[src/rtl/spi_master_ctrl_if.sv]
// Data/config side of the SPI master controller: one transmit word in,
// one received word out, plus the per-transfer clock configuration.
interface spi_master_ctrl_if #(
    parameter int DATA_W = 8,
    parameter int PSC_W  = 4
);
    logic              tx_valid;
    logic [DATA_W-1:0] tx_data;
    logic              tx_ready;
    logic              rx_valid;
    logic [DATA_W-1:0] rx_data;
    logic              busy;
    logic [PSC_W-1:0]  psc;
    logic              cpol;
    logic              cpha;

    modport master (
        output tx_valid, tx_data, psc, cpol, cpha,
        input  tx_ready, rx_valid, rx_data, busy
    );

    modport slave (
        input  tx_valid, tx_data, psc, cpol, cpha,
        output tx_ready, rx_valid, rx_data, busy
    );
endinterface

[src/rtl/spi_master_ctrl.sv]
// Byte-oriented SPI master: accepts one word, shifts it out MSB first in any
// CPOL/CPHA mode at a prescaled SCK rate and returns the word clocked in on miso.
module spi_master_ctrl #(
    parameter int DATA_W = 8,
    parameter int PSC_W  = 4
) (
    input  logic                clk,
    input  logic                rst_n,
    spi_master_ctrl_if.slave    bus,
    output logic                cs_n,
    output logic                sck,
    output logic                mosi,
    input  logic                miso
);
    localparam int EDGES = 2 * DATA_W;
    localparam int EW    = $clog2(EDGES);
    localparam logic [EW-1:0] LAST_EDGE = EW'(EDGES - 1);

    typedef enum logic [1:0] {
        IDLE,
        XFER,
        HOLD
    } state_t;

    state_t            state_reg;
    logic [PSC_W-1:0]  cnt_reg;
    logic [PSC_W-1:0]  psc_reg;
    logic [EW-1:0]     edge_reg;
    logic [DATA_W-1:0] tx_sh_reg;
    logic [DATA_W-1:0] rx_sh_reg;
    logic [DATA_W-1:0] rx_data_reg;
    logic              cpol_reg;
    logic              cpha_reg;
    logic              cs_n_reg;
    logic              sck_reg;
    logic              mosi_reg;
    logic              rx_valid_reg;
    logic              busy_reg;
    logic              tx_ready_reg;

    logic tick;
    logic accept;
    logic sample_edge;
    logic shift_edge;

    assign tick   = (cnt_reg == psc_reg);
    assign accept = tx_ready_reg & bus.tx_valid;

    // Even edge index is the leading edge. With CPHA=1 the MSB is already on
    // mosi when cs_n falls, so the first leading edge must not shift.
    always_comb begin
        sample_edge = 1'b0;
        shift_edge  = 1'b0;
        if (cpha_reg) begin
            sample_edge = edge_reg[0];
            shift_edge  = ~edge_reg[0] && (edge_reg > EW'(1));
        end else begin
            sample_edge = ~edge_reg[0];
            shift_edge  = edge_reg[0];
        end
    end

    always_ff @(posedge clk) begin
        if (!rst_n) begin
            state_reg    <= IDLE;
            cnt_reg      <= '0;
            psc_reg      <= '0;
            edge_reg     <= '0;
            tx_sh_reg    <= '0;
            rx_sh_reg    <= '0;
            rx_data_reg  <= '0;
            cpol_reg     <= 1'b0;
            cpha_reg     <= 1'b0;
            cs_n_reg     <= 1'b1;
            sck_reg      <= 1'b0;
            mosi_reg     <= 1'b0;
            rx_valid_reg <= 1'b0;
            busy_reg     <= 1'b0;
            tx_ready_reg <= 1'b0;
        end else begin
            rx_valid_reg <= 1'b0;
            case (state_reg)
                IDLE: begin
                    sck_reg      <= bus.cpol;
                    cs_n_reg     <= 1'b1;
                    busy_reg     <= 1'b0;
                    tx_ready_reg <= 1'b1;
                    if (accept) begin
                        state_reg    <= XFER;
                        cs_n_reg     <= 1'b0;
                        busy_reg     <= 1'b1;
                        tx_ready_reg <= 1'b0;
                        tx_sh_reg    <= bus.tx_data;
                        mosi_reg     <= bus.tx_data[DATA_W-1];
                        rx_sh_reg    <= '0;
                        psc_reg      <= bus.psc;
                        cpol_reg     <= bus.cpol;
                        cpha_reg     <= bus.cpha;
                        cnt_reg      <= '0;
                        edge_reg     <= '0;
                    end
                end

                XFER: begin
                    cnt_reg <= tick ? '0 : cnt_reg + 1'b1;
                    if (tick) begin
                        sck_reg  <= ~sck_reg;
                        edge_reg <= edge_reg + 1'b1;
                        if (sample_edge) begin
                            rx_sh_reg <= {rx_sh_reg[DATA_W-2:0], miso};
                        end
                        if (shift_edge) begin
                            tx_sh_reg <= {tx_sh_reg[DATA_W-2:0], 1'b0};
                            mosi_reg  <= tx_sh_reg[DATA_W-2];
                        end
                        if (edge_reg == LAST_EDGE) begin
                            state_reg <= HOLD;
                            edge_reg  <= '0;
                        end
                    end
                end

                // One more half-period with sck parked at idle before cs_n rises.
                HOLD: begin
                    cnt_reg <= tick ? '0 : cnt_reg + 1'b1;
                    if (tick) begin
                        cs_n_reg     <= 1'b1;
                        busy_reg     <= 1'b0;
                        rx_data_reg  <= rx_sh_reg;
                        rx_valid_reg <= 1'b1;
                        state_reg    <= IDLE;
                    end
                end

                default: begin
                    state_reg <= IDLE;
                end
            endcase
        end
    end

    assign cs_n         = cs_n_reg;
    assign sck          = sck_reg;
    assign mosi         = mosi_reg;
    assign bus.tx_ready = tx_ready_reg;
    assign bus.rx_valid = rx_valid_reg;
    assign bus.rx_data  = rx_data_reg;
    assign bus.busy     = busy_reg;
endmodule

[src/flat_wrapper.sv]
// flat-port wrapper written by rule: the top's interface ports become plain ports
module spi_master_ctrl_flat 
#(
    parameter int DATA_W = 8,
    parameter int PSC_W  = 4
)
  (clk, rst_n, cs_n, sck, mosi, miso, bus_tx_valid, bus_tx_data, bus_psc, bus_cpol, bus_cpha, bus_tx_ready, bus_rx_valid, bus_rx_data, bus_busy);
  spi_master_ctrl_if #(.DATA_W(DATA_W), .PSC_W(PSC_W)) bus_i ();
  input  logic clk;
  input  logic rst_n;
  output logic cs_n;
  output logic sck;
  output logic mosi;
  input  logic miso;
  input wire logic [$bits(bus_i.tx_valid)-1:0] bus_tx_valid;
  input wire logic [$bits(bus_i.tx_data)-1:0] bus_tx_data;
  input wire logic [$bits(bus_i.psc)-1:0] bus_psc;
  input wire logic [$bits(bus_i.cpol)-1:0] bus_cpol;
  input wire logic [$bits(bus_i.cpha)-1:0] bus_cpha;
  output wire logic [$bits(bus_i.tx_ready)-1:0] bus_tx_ready;
  output wire logic [$bits(bus_i.rx_valid)-1:0] bus_rx_valid;
  output wire logic [$bits(bus_i.rx_data)-1:0] bus_rx_data;
  output wire logic [$bits(bus_i.busy)-1:0] bus_busy;
  assign bus_i.tx_valid = bus_tx_valid;
  assign bus_i.tx_data = bus_tx_data;
  assign bus_i.psc = bus_psc;
  assign bus_i.cpol = bus_cpol;
  assign bus_i.cpha = bus_cpha;
  assign bus_tx_ready = bus_i.tx_ready;
  assign bus_rx_valid = bus_i.rx_valid;
  assign bus_rx_data = bus_i.rx_data;
  assign bus_busy = bus_i.busy;
  spi_master_ctrl #(.DATA_W(DATA_W), .PSC_W(PSC_W)) u_core (.clk(clk), .rst_n(rst_n), .bus(bus_i), .cs_n(cs_n), .sck(sck), .mosi(mosi), .miso(miso));
endmodule
[config.mk]
export PLATFORM = sky130hd
export DESIGN_NAME = spi_master_ctrl_flat
export DESIGN_NICKNAME = d
export VERILOG_FILES = /design/src/rtl/spi_master_ctrl_if.sv /design/src/rtl/spi_master_ctrl.sv /design/src/flat_wrapper.sv
export SDC_FILE = /design/constraint.sdc
export NUM_CORES = 1
export LEC_CHECK = 0
export BUFFER_PORTS_ARGS = -buffer_cell sky130_fd_sc_hd__buf_2
export CORE_MARGIN = 4
export CORE_UTILIZATION = 56
export DETAILED_ROUTE_END_ITERATION = 7
export GPL_TIMING_DRIVEN = 0
export PLACE_DENSITY = 0.83
export SLEW_MARGIN = 15
export SYNTH_ARGS = -nofsm -noshare
export SYNTH_HDL_FRONTEND = slang
export SYNTH_SLANG_ARGS = --single-unit
[constraint.sdc]
create_clock -name clk -period 2.1 [get_ports clk]
set_input_delay 0.315 -clock clk [delete_from_list [all_inputs] [get_ports clk]]
set_output_delay 0.315 -clock clk [all_outputs]
set_load 0.01 [all_outputs]
==> results of run 1 <==
per-layer routing:
layer	GRT usage	vias to the layer above	share of wire
li1	-	881	-
met1	0.247	834	0.46
met2	0.298	35	0.49
met3	0.0422	8	0.040
met4	0.0803	0	0.016
met5	0	-	0
kinds of logic (layout without fill, tap and decap cells):
group	Yosys count	after routing	share of synthesized area
fa+ha+maj	7	7	0.0420
flops	44	44	0.422
simple gates	69	69	0.158
xor+xnor	6	6	0.0252
buf+inv	22	61	0.0534
mux	21	21	0.106
compound gates	56	56	0.194
Yosys cell counts (all sizes together):
cell type | n | share of area
o21ai | 13 | 0.031
dfxtp | 44 | 0.42
a31o | 1 | 0.0042
or4 | 2 | 0.0072
nand3 | 13 | 0.031
o31ai | 2 | 0.0072
ha | 7 | 0.042
clkinv | 1 | 0.0018
and3 | 5 | 0.016
inv | 8 | 0.014
a31oi | 3 | 0.0090
a21boi | 1 | 0.0054
clkbuf | 10 | 0.023
o311a | 1 | 0.0048
nand4 | 2 | 0.0060
o221ai | 1 | 0.013
a211oi | 2 | 0.013
o211a | 1 | 0.0048
a221oi | 1 | 0.0042
o211ai | 1 | 0.0036
mux2i | 12 | 0.058
nand2b | 1 | 0.0030
xor2 | 1 | 0.0042
xnor2 | 5 | 0.021
nor3b | 1 | 0.0036
o21a | 1 | 0.0036
mux2 | 9 | 0.049
a22o | 10 | 0.043
a311o | 1 | 0.0048
nor2 | 6 | 0.014
nor3 | 4 | 0.0096
a21oi | 16 | 0.038
and4 | 1 | 0.0054
buf | 3 | 0.014
nand2 | 34 | 0.061
a211o | 1 | 0.0042
what timing repair did:
action                                  4_1_cts  5_1_grt
endpoints found under the hold margin         0        0
endpoints found under the setup margin        0        2
gates resized for setup                       0        2
where the power goes:
part	switching [mW]	internal [mW]	total, mW
Combinational	0.653	0.450	1.10
Sequential	0.0687	0.935	1.00
Clock	0.294	0.352	0.646
Total	1.02	1.74	2.75
metrics by stage:
step,instances,setup WS (ns)
3_5_place_dp,302,0.140
4_1_cts,310,0.120
2_1_floorplan,225,0.355
5_1_grt,310,0.0341
3_3_place_gp,302,0.202
6_report,310,0.198
path summary, 6_finish.rpt:
| kind | from | end | slack, ns |
|---|---|---|---|
| max | u_core.state_reg[0] | u_core.rx_sh_reg[4] | 0.20 |
| min | miso | u_core.rx_sh_reg[0] | 0.23 |
| max reg2reg | u_core.state_reg[0] | u_core.rx_sh_reg[4] | 0.20 |
| min reg2reg | u_core.tx_sh_reg[5] | u_core.tx_sh_reg[5] | 0.46 |
final cells by class:
class,count,area (um2)
Clock inverter,3,42.5
Clock buffer,5,68.8
Fill cell,298,1050
Multi-Input combinational cell,159,1100
Buffer,13,77.6
Timing Repair Buffer,31,155
Tap cell,46,57.6
Sequential cell,44,881
Inverter,9,33.8
cell usage in the layout, fill, tap and decap left out, types with 2 or more instances in the layout:
cell type	count
a21oi_1	16
and3_1	3
dfxtp_1	44
mux2i_1	12
ha_1	7
inv_1	8
nor3_1	3
buf_2	31
o21ai_0	13
a22o_1	9
or4_1	2
buf_6	2
clkbuf_1	9
o31ai_1	2
nand3_1	12
a31oi_1	3
nor2_1	5
nand4_1	2
xnor2_1	5
nand2_1	34
mux2_2	9
and3_2	2
clkbuf_8	6
critical path, cell delays in order, from the launching register on:
cell and delay, ns:
dfxtp_1 0.33, inv_1 0.08, ha_1 0.16, buf_6 0.14
a21boi_2 0.38, nor3_2 0.12, a211oi_4 0.42, a22o_1 0.21
==> impl_results.md, run 1 <==
- Number of nets in the layout: 288
- Pwr dens: 1140 nW/um2
- Via-to-Cell Ratio: 5.67
- Kind of critical path: reg2reg
- Clock buffer depth: 2
- Critical path launch point type: flop
- Outcome: finished, final reports clean
- Row count: 21
- Ratio of cells with drive above 1 in the final layout: 0.239
- Port bufs: 31
- H-Tree Depth: 2
- Crit path max fanout: 10
- First-pass GRT wire length: 7490 um
- Total GRT Usage: 0.188
- Syn avg cell area: 9.28 um2
- CP required: 2.35 ns
- Inserted Clock Buffers: 5
- Post-DP HPWL: 3170 um
- Total core area: 3470 um2
- Area of the die: 4770 um2
- Slew headroom: 0.677
- CTS tree: yes
- Worst-path clk slew: 0.08 ns
- Setup violations, final: 0
- Netlist cell types: 42
- Power Total: 2.75 mW
- Antenna fix cells: 0
- Max VDD drop: 0.000925 V
- Cell Area, Synth: 2090 um2
- Final Hold Violating Endpoints: 0
- Number of DRC markers in iteration 0: 147
- Skew final: 0.00575 ns
- Seq/Total Area, Yosys: 0.422
- Initial Utilization: 0.602
- Placed inst area: 2300 um2
- Routed WL: 4350 um
- Initial antenna violation count: 0
- Tmin final: 1.90 ns
- Drt pass-1 iters: 4
- Clock sinks: 44
- Largest net degree at the start of global routing: 15
- Hold path cells: 2
- Yosys warns: 0
- Clk root buf: clkbuf_8
- Syn Inst Count: 225
- Worst Tran Pin Value: 0.484 ns
- Flops & latches, synth: 44
- Post-DRT Antenna Nets: 0
- Fin Hold WS: 0.233 ns
- Fmax: 526 MHz
- Max Transition Viols Final: 0
- Number of global-route vias before repair: 1685
- Finished Cell Area: 2420 um2
- Routed vias: 1758
- RSZ-0062 raised after global routing: false
- Hold crit path type: in2reg
- Die Wd: 69.0 um
- Layout area overhead: 16.0%
- # IOs: 32
- Post-CTS Setup Bufs: 0
- CTS Hold Bufs: 0
- Final setup TNS: 0 ns
- Die height: 69.0 um
- Crit. End Element: flop
- Crit path DAT: 2.15 ns
- Finished Core Util: 0.698
- Drt wl/cell: 14.0 um
- DRC viols: 0
- Gpl congestion: 0.818
- Period Utilization, post-route: 0.906
- Static leakage: 1.04 nW
- Syn_nets: 250
- Grt ovf: 0
- Worst r2r path cells: 7
- Clock latency on the worst-skew pair: 0.30 ns
- # Max-Cap Violations: 0
Power figures use the tool's default switching activity.
==> run 2, diff against run 1 <==
Clock period 2.1 ns to 2.18 ns, I/O delays scaled along.
==> impl_results.md, run 2 (synthesized netlist as in run 1, its figures left out) <==
- Routed WL: 4320 um (was 4350 um)
- Antenna fix cells: 0 (unchanged)
- Commonest non-fill, non-tap cell in the layout: dfxtp_1 (unchanged)
- Area of the die: 4770 um2 (unchanged)
- Kind of critical path: reg2reg (unchanged)
- CTS Hold Bufs: 0 (unchanged)
- Via-to-Cell Ratio: 5.70 (was 5.67)
- Post-DRT Antenna Nets: 0 (unchanged)
- Pwr dens: 1090 nW/um2 (was 1140 nW/um2)
- Total GRT Usage: 0.188 (unchanged)
- Worst-path clk slew: 0.08 ns (about the same)
- Hold crit path type: in2reg (unchanged)
- Crit path DAT: 2.21 ns (was 2.15 ns)
- Crit. End Element: flop (unchanged)
- CP required: 2.41 ns (was 2.35 ns)
- Setup violations, final: 0 (unchanged)
- Slew headroom: 0.674 (was 0.677)
- H-Tree Depth: 2 (unchanged)
- First-pass GRT wire length: 7490 um (unchanged)
- Number of DRC markers in iteration 0: 122 (was 147)
- Max Transition Viols Final: 0 (unchanged)
- Setup WS post-layout: 0.202 ns (was 0.198 ns)
- Crit path max fanout: 10 (unchanged)
- Die height: 69.0 um (unchanged)
- Multi-input gate area: 1090 um2 (was 1100 um2)
- Cts repair resizes: 0 (unchanged)
- Final Hold Violating Endpoints: 0 (unchanged)
- Tmin final: 1.98 ns (was 1.90 ns)
- Die Wd: 69.0 um (unchanged)
- Static leakage: 1.04 nW (about the same)
- Layout area overhead: 15.5% (was 16.0%)
- Clock buffer depth: 2 (unchanged)
- Critical path launch point type: flop (unchanged)
- Area occupied by registers: 881 um2 (unchanged)
- Number of nets in the layout: 288 (unchanged)
- Worst Tran Pin Value: 0.489 ns (was 0.484 ns)
- Post-DP HPWL: 3170 um (unchanged)
- Ratio of cells with drive above 1 in the final layout: 0.231 (was 0.239)
- Most frequent cells in the layout: 44 x dfxtp_1, 34 x nand2_1, 31 x buf_2 (unchanged)
- CTS tree: yes (unchanged)
- Gpl congestion: 0.818 (unchanged)
- # IOs: 32 (unchanged)
- Outcome: finished, final reports clean (unchanged)
- Grt ovf: 0 (unchanged)
- # Max-Cap Violations: 0 (unchanged)
- Largest net degree at the start of global routing: 15 (unchanged)
- Number of global-route vias before repair: 1685 (unchanged)
- Post-CTS Setup Bufs: 0 (unchanged)
- Total core area: 3470 um2 (unchanged)
- Final setup TNS: 0 ns (unchanged)
- Drt pass-1 iters: 4 (unchanged)
- Skew final: 0.00627 ns (was 0.00575 ns)
- Clk root buf: clkbuf_8 (unchanged)
- Fillcell total: 299 (was 298)
- RSZ-0062 raised after global routing: false (unchanged)
- Port bufs: 31 (unchanged)
- DRC viols: 0 (unchanged)
- Fmax: 506 MHz (was 526 MHz)
- Initial antenna violation count: 0 (unchanged)
- Clock sinks: 44 (unchanged)
- Drt wl/cell: 13.9 um (was 14.0 um)
- Period Utilization, post-route: 0.907 (was 0.906)
- Initial Utilization: 0.602 (unchanged)
- Dpl ws: 0.220 ns (was 0.140 ns)
- Max VDD drop: 0.000883 V (was 0.000925 V)
- Fin Hold WS: 0.244 ns (was 0.233 ns)
- Row count: 21 (unchanged)
- Clock latency on the worst-skew pair: 0.30 ns (about the same)
- Inserted Clock Buffers: 5 (unchanged)
- Routed vias: 1768 (was 1758)
[run 2: cell count changes in the layout (fill, tap and decap cells not counted)]
| cell | before | now |
|---|---|---|
| nor3_2 | 1 | 0 |
| nor3_1 | 3 | 4 |
| nand3_1 | 12 | 13 |
| nand3_2 | 1 | 0 |
[run 2: layer usage]
metal	GRT usage	wire length, um
met2	0.298	2120
met4	0.0803	68
met1	0.247	1990
met3	0.0422	154
met5	0	0
[run 2: final cells by class]
type	instances	share of cell area
multi-input cells	159	0.454
inverters	9	0.0140
clock inverters	3	0.0176
repair buffers	31	0.0643
clock buffers	5	0.0285
plain buffers	13	0.0322
well taps	46	0.0239
flip-flops and latches	44	0.365
[run 2: per-stage QoR]
stage               std cells  area [um2]  utilization  power, mW
floorplan                 225        2090            -       1.79
global placement          302        2300        0.663       2.00
detailed placement        302        2300        0.663       2.03
CTS                       310        2410        0.695       2.64
global route              310        2410        0.695       2.80
finish                    310        2410        0.695       2.64
[run 2: worst max-delay path, cell delays in order (launching register included)]
cell,delay [ns]
dfxtp_1,0.36
inv_1,0.07
ha_1,0.20
buf_6,0.14
nand3_1,0.34
nor2_4,0.11
o221ai_4,0.43
mux2i_1,0.25
[run 2: worst paths after layout]
| path | startpoint | endpoint | slack, ns | cells past startpoint |
|---|---|---|---|---|
| max | u_core.state_reg[0] | u_core.tx_sh_reg[2] | 0.20 | 7 |
| min | miso | u_core.rx_sh_reg[0] | 0.24 | 2 |
| max reg2reg | u_core.state_reg[0] | u_core.tx_sh_reg[2] | 0.20 | 7 |
| min reg2reg | u_core.tx_sh_reg[5] | u_core.tx_sh_reg[5] | 0.46 | 2 |
[run 2: where the power goes]
group          internal, mW  total (mW)  switching (mW)  leakage [nW]
combinational         0.430        1.05           0.618         0.628
clock                 0.339       0.624           0.285        0.0541
sequential            0.900       0.966          0.0651         0.357
total                  1.67        2.64           0.968          1.04
==> run 3, diff against run 2 <==
Settings changed: GPL_TIMING_DRIVEN 0 to not set.
==> impl_results.md, run 3 (synthesized netlist as in run 1, its figures left out) <==
- # Max-Cap Violations: 0 (unchanged)
- Area of the die: 4770 um2 (unchanged)
- Via-to-Cell Ratio: 5.68 (was 5.70)
- DRC viols: 0 (unchanged)
- Clock buffer depth: 2 (unchanged)
- Placed Cells: 295 (was 302)
- Slew headroom: 0.697 (was 0.674)
- Die Wd: 69.0 um (unchanged)
- Area occupied by registers: 881 um2 (unchanged)
- Hold path cells: 2 (unchanged)
- Crit path max fanout: 10 (unchanged)
- Worst Tran Pin Value: 0.455 ns (was 0.489 ns)
- Largest net degree at the start of global routing: 25 (was 15)
- Slowest-stage cell, CP: a211oi_4 (was o221ai_4)
- Port bufs: 31 (unchanged)
- Post-DP HPWL: 2990 um (was 3170 um)
- Post-Layout Cell Count: 303 (was 310)
- Kind of critical path: reg2reg (unchanged)
- Skew final: 0.0129 ns (was 0.00627 ns)
- Ratio of cells with drive above 1 in the final layout: 0.245 (was 0.231)
- Most frequent cells in the layout: 44 x dfxtp_1, 34 x nand2_1, 31 x buf_2 (unchanged)
- Hold crit path type: in2reg (unchanged)
- Worst-path clk slew: 0.09 ns (was 0.08 ns)
- Buf/Inv on CP: 1 (was 2)
- Routed vias: 1720 (was 1768)
- Flop pwr share: 0.372 (was 0.366)
- Clock latency on the worst-skew pair: 0.31 ns (was 0.30 ns)
- Antenna fix cells: 0 (unchanged)
- Clk root buf: clkbuf_8 (unchanged)
- RSZ-0062 raised after global routing: false (unchanged)
- Number of DRC markers in iteration 0: 118 (was 122)
- Setup WS post-layout: 0.247 ns (was 0.202 ns)
- Drt pass-1 iters: 4 (unchanged)
- Max Transition Viols Final: 0 (unchanged)
- Row count: 21 (unchanged)
- Switch Pwr: 0.960 mW (was 0.968 mW)
- Outcome: finished, final reports clean (unchanged)
- Post-CTS Setup Bufs: 0 (unchanged)
- Post-DRT Antenna Nets: 0 (unchanged)
- CP required: 2.43 ns (was 2.41 ns)
- Die height: 69.0 um (unchanged)
- Drt wl/cell: 13.9 um (about the same)
- Number of global-route vias before repair: 1551 (was 1685)
- Pwr dens: 1090 nW/um2 (about the same)
- Worst r2r path cells: 6 (was 7)
- Fmax: 517 MHz (was 506 MHz)
- Fillcell total: 285 (was 299)
- Max VDD drop: 0.000789 V (was 0.000883 V)
- Number of nets in the layout: 281 (was 288)
- Stages on worst setup path: 6 (was 7)
- Period Utilization, post-route: 0.887 (was 0.907)
- Crit path DAT: 2.18 ns (was 2.21 ns)
- Commonest non-fill, non-tap cell in the layout: dfxtp_1 (unchanged)
- H-Tree Depth: 2 (unchanged)
- Total core area: 3470 um2 (unchanged)
- First-pass GRT wire length: 7210 um (was 7490 um)
- Top delay family on crit path: compound AO/OA/AOI/OAI gates (was simple AND/OR/NAND/NOR gates)
- Slowest stage delay, CP: 0.40 ns (was 0.43 ns)
- Switching part of the total: 0.368 (was 0.367)
- Cell Int Power: 1.65 mW (was 1.67 mW)
- Tmin final: 1.93 ns (was 1.98 ns)
- Fin Hold WS: 0.240 ns (was 0.244 ns)
- Comb power frac: 0.381 (was 0.397)
- Setup violations, final: 0 (unchanged)
- Inserted Clock Buffers: 5 (unchanged)
- Initial antenna violation count: 0 (unchanged)
- Total GRT Usage: 0.183 (was 0.188)
- Multi-input gate area: 1090 um2 (unchanged)
- Dpl ws: 0.272 ns (was 0.220 ns)
- Cts repair resizes: 0 (unchanged)
- Layout area overhead: 14.1% (was 15.5%)
- # IOs: 32 (unchanged)
- Finished Core Util: 0.687 (was 0.695)
- Gpl congestion: 0.846 (was 0.818)
- CP Cell Sequence: inv_1 -> ha_1 -> a21boi_2 -> nor3_1 -> a211oi_4 -> a22o_1 (was inv_1 -> ha_1 -> buf_6 -> nand3_1 -> nor2_4 -> o221ai_4 -> mux2i_1)
- Crit. End Element: flop (unchanged)
- Initial Utilization: 0.602 (unchanged)
- CTS Hold Bufs: 0 (unchanged)
- Routed WL: 4210 um (was 4320 um)
- Final setup TNS: 0 ns (unchanged)
- Critical path launch point type: flop (unchanged)
- Clock power frac: 0.247 (was 0.237)
- Final Hold Violating Endpoints: 0 (unchanged)
- Clock sinks: 44 (unchanged)
- CTS tree: yes (unchanged)
- Grt ovf: 0 (unchanged)
- Static leakage: 1.03 nW (was 1.04 nW)
run 3: cell types whose count changed in the layout (fill, tap and decap cells not counted):
cell	delta
buf_6	-2
clkbuf_1	-9
inv_6	+1
clkbuf_8	-1
buf_4	+5
clkinv_2	-1
run 3: metal layers:
layer / track usage / share of wire / up-vias
met3: 0.0581 / 0.051 / 5
met4: 0.0477 / 0.0083 / 0
li1: - / - / 866
met2: 0.293 / 0.47 / 41
met5: 0 / 0 / -
met1: 0.237 / 0.47 / 808
run 3: through the flow:
step | area, um2 | total power [mW]
2_1_floorplan | 2090 | 1.79
3_3_place_gp | 2270 | 1.95
3_5_place_dp | 2270 | 1.97
4_1_cts | 2380 | 2.60
5_1_grt | 2380 | 2.78
6_report | 2380 | 2.60
run 3: worst register-to-register path, delay by kind of cell (launching register included):
kind	cells	cell delay, ns
AO/OA/AOI/OAI	3	0.99
adder cells (fa/ha/maj)	1	0.31
buffers and inverters	1	0.09
flip-flops	1	0.34
AND/OR/NAND/NOR	1	0.15
run 3: cell type report:
| cell class | instances | share of cell area |
|---|---|---|
| repair buffers | 37 | 0.0840 |
| flip-flops and latches | 44 | 0.370 |
| well taps | 46 | 0.0242 |
| clock buffers | 5 | 0.0289 |
| multi-input cells | 159 | 0.460 |
| clock inverters | 3 | 0.0194 |
| inverters | 9 | 0.0142 |
run 3: power groups by stage:
stage | clock, mW | combinational, mW | sequential (mW)
after global placement | 0 | 0.972 | 0.980
final | 0.643 | 0.993 | 0.969
after detailed placement | 0 | 0.983 | 0.986
after CTS | 0.645 | 0.993 | 0.967
after floorplan | 0 | 0.799 | 0.988
after global routing | 0.695 | 1.10 | 0.979
run 3: worst paths after layout:
check / start / end / slack [ns]
max: u_core.state_reg[0] / u_core.rx_sh_reg[2] / 0.25
min: miso / u_core.rx_sh_reg[0] / 0.24
max reg2reg: u_core.state_reg[0] / u_core.rx_sh_reg[2] / 0.25
min reg2reg: u_core.tx_sh_reg[4] / u_core.tx_sh_reg[4] / 0.46
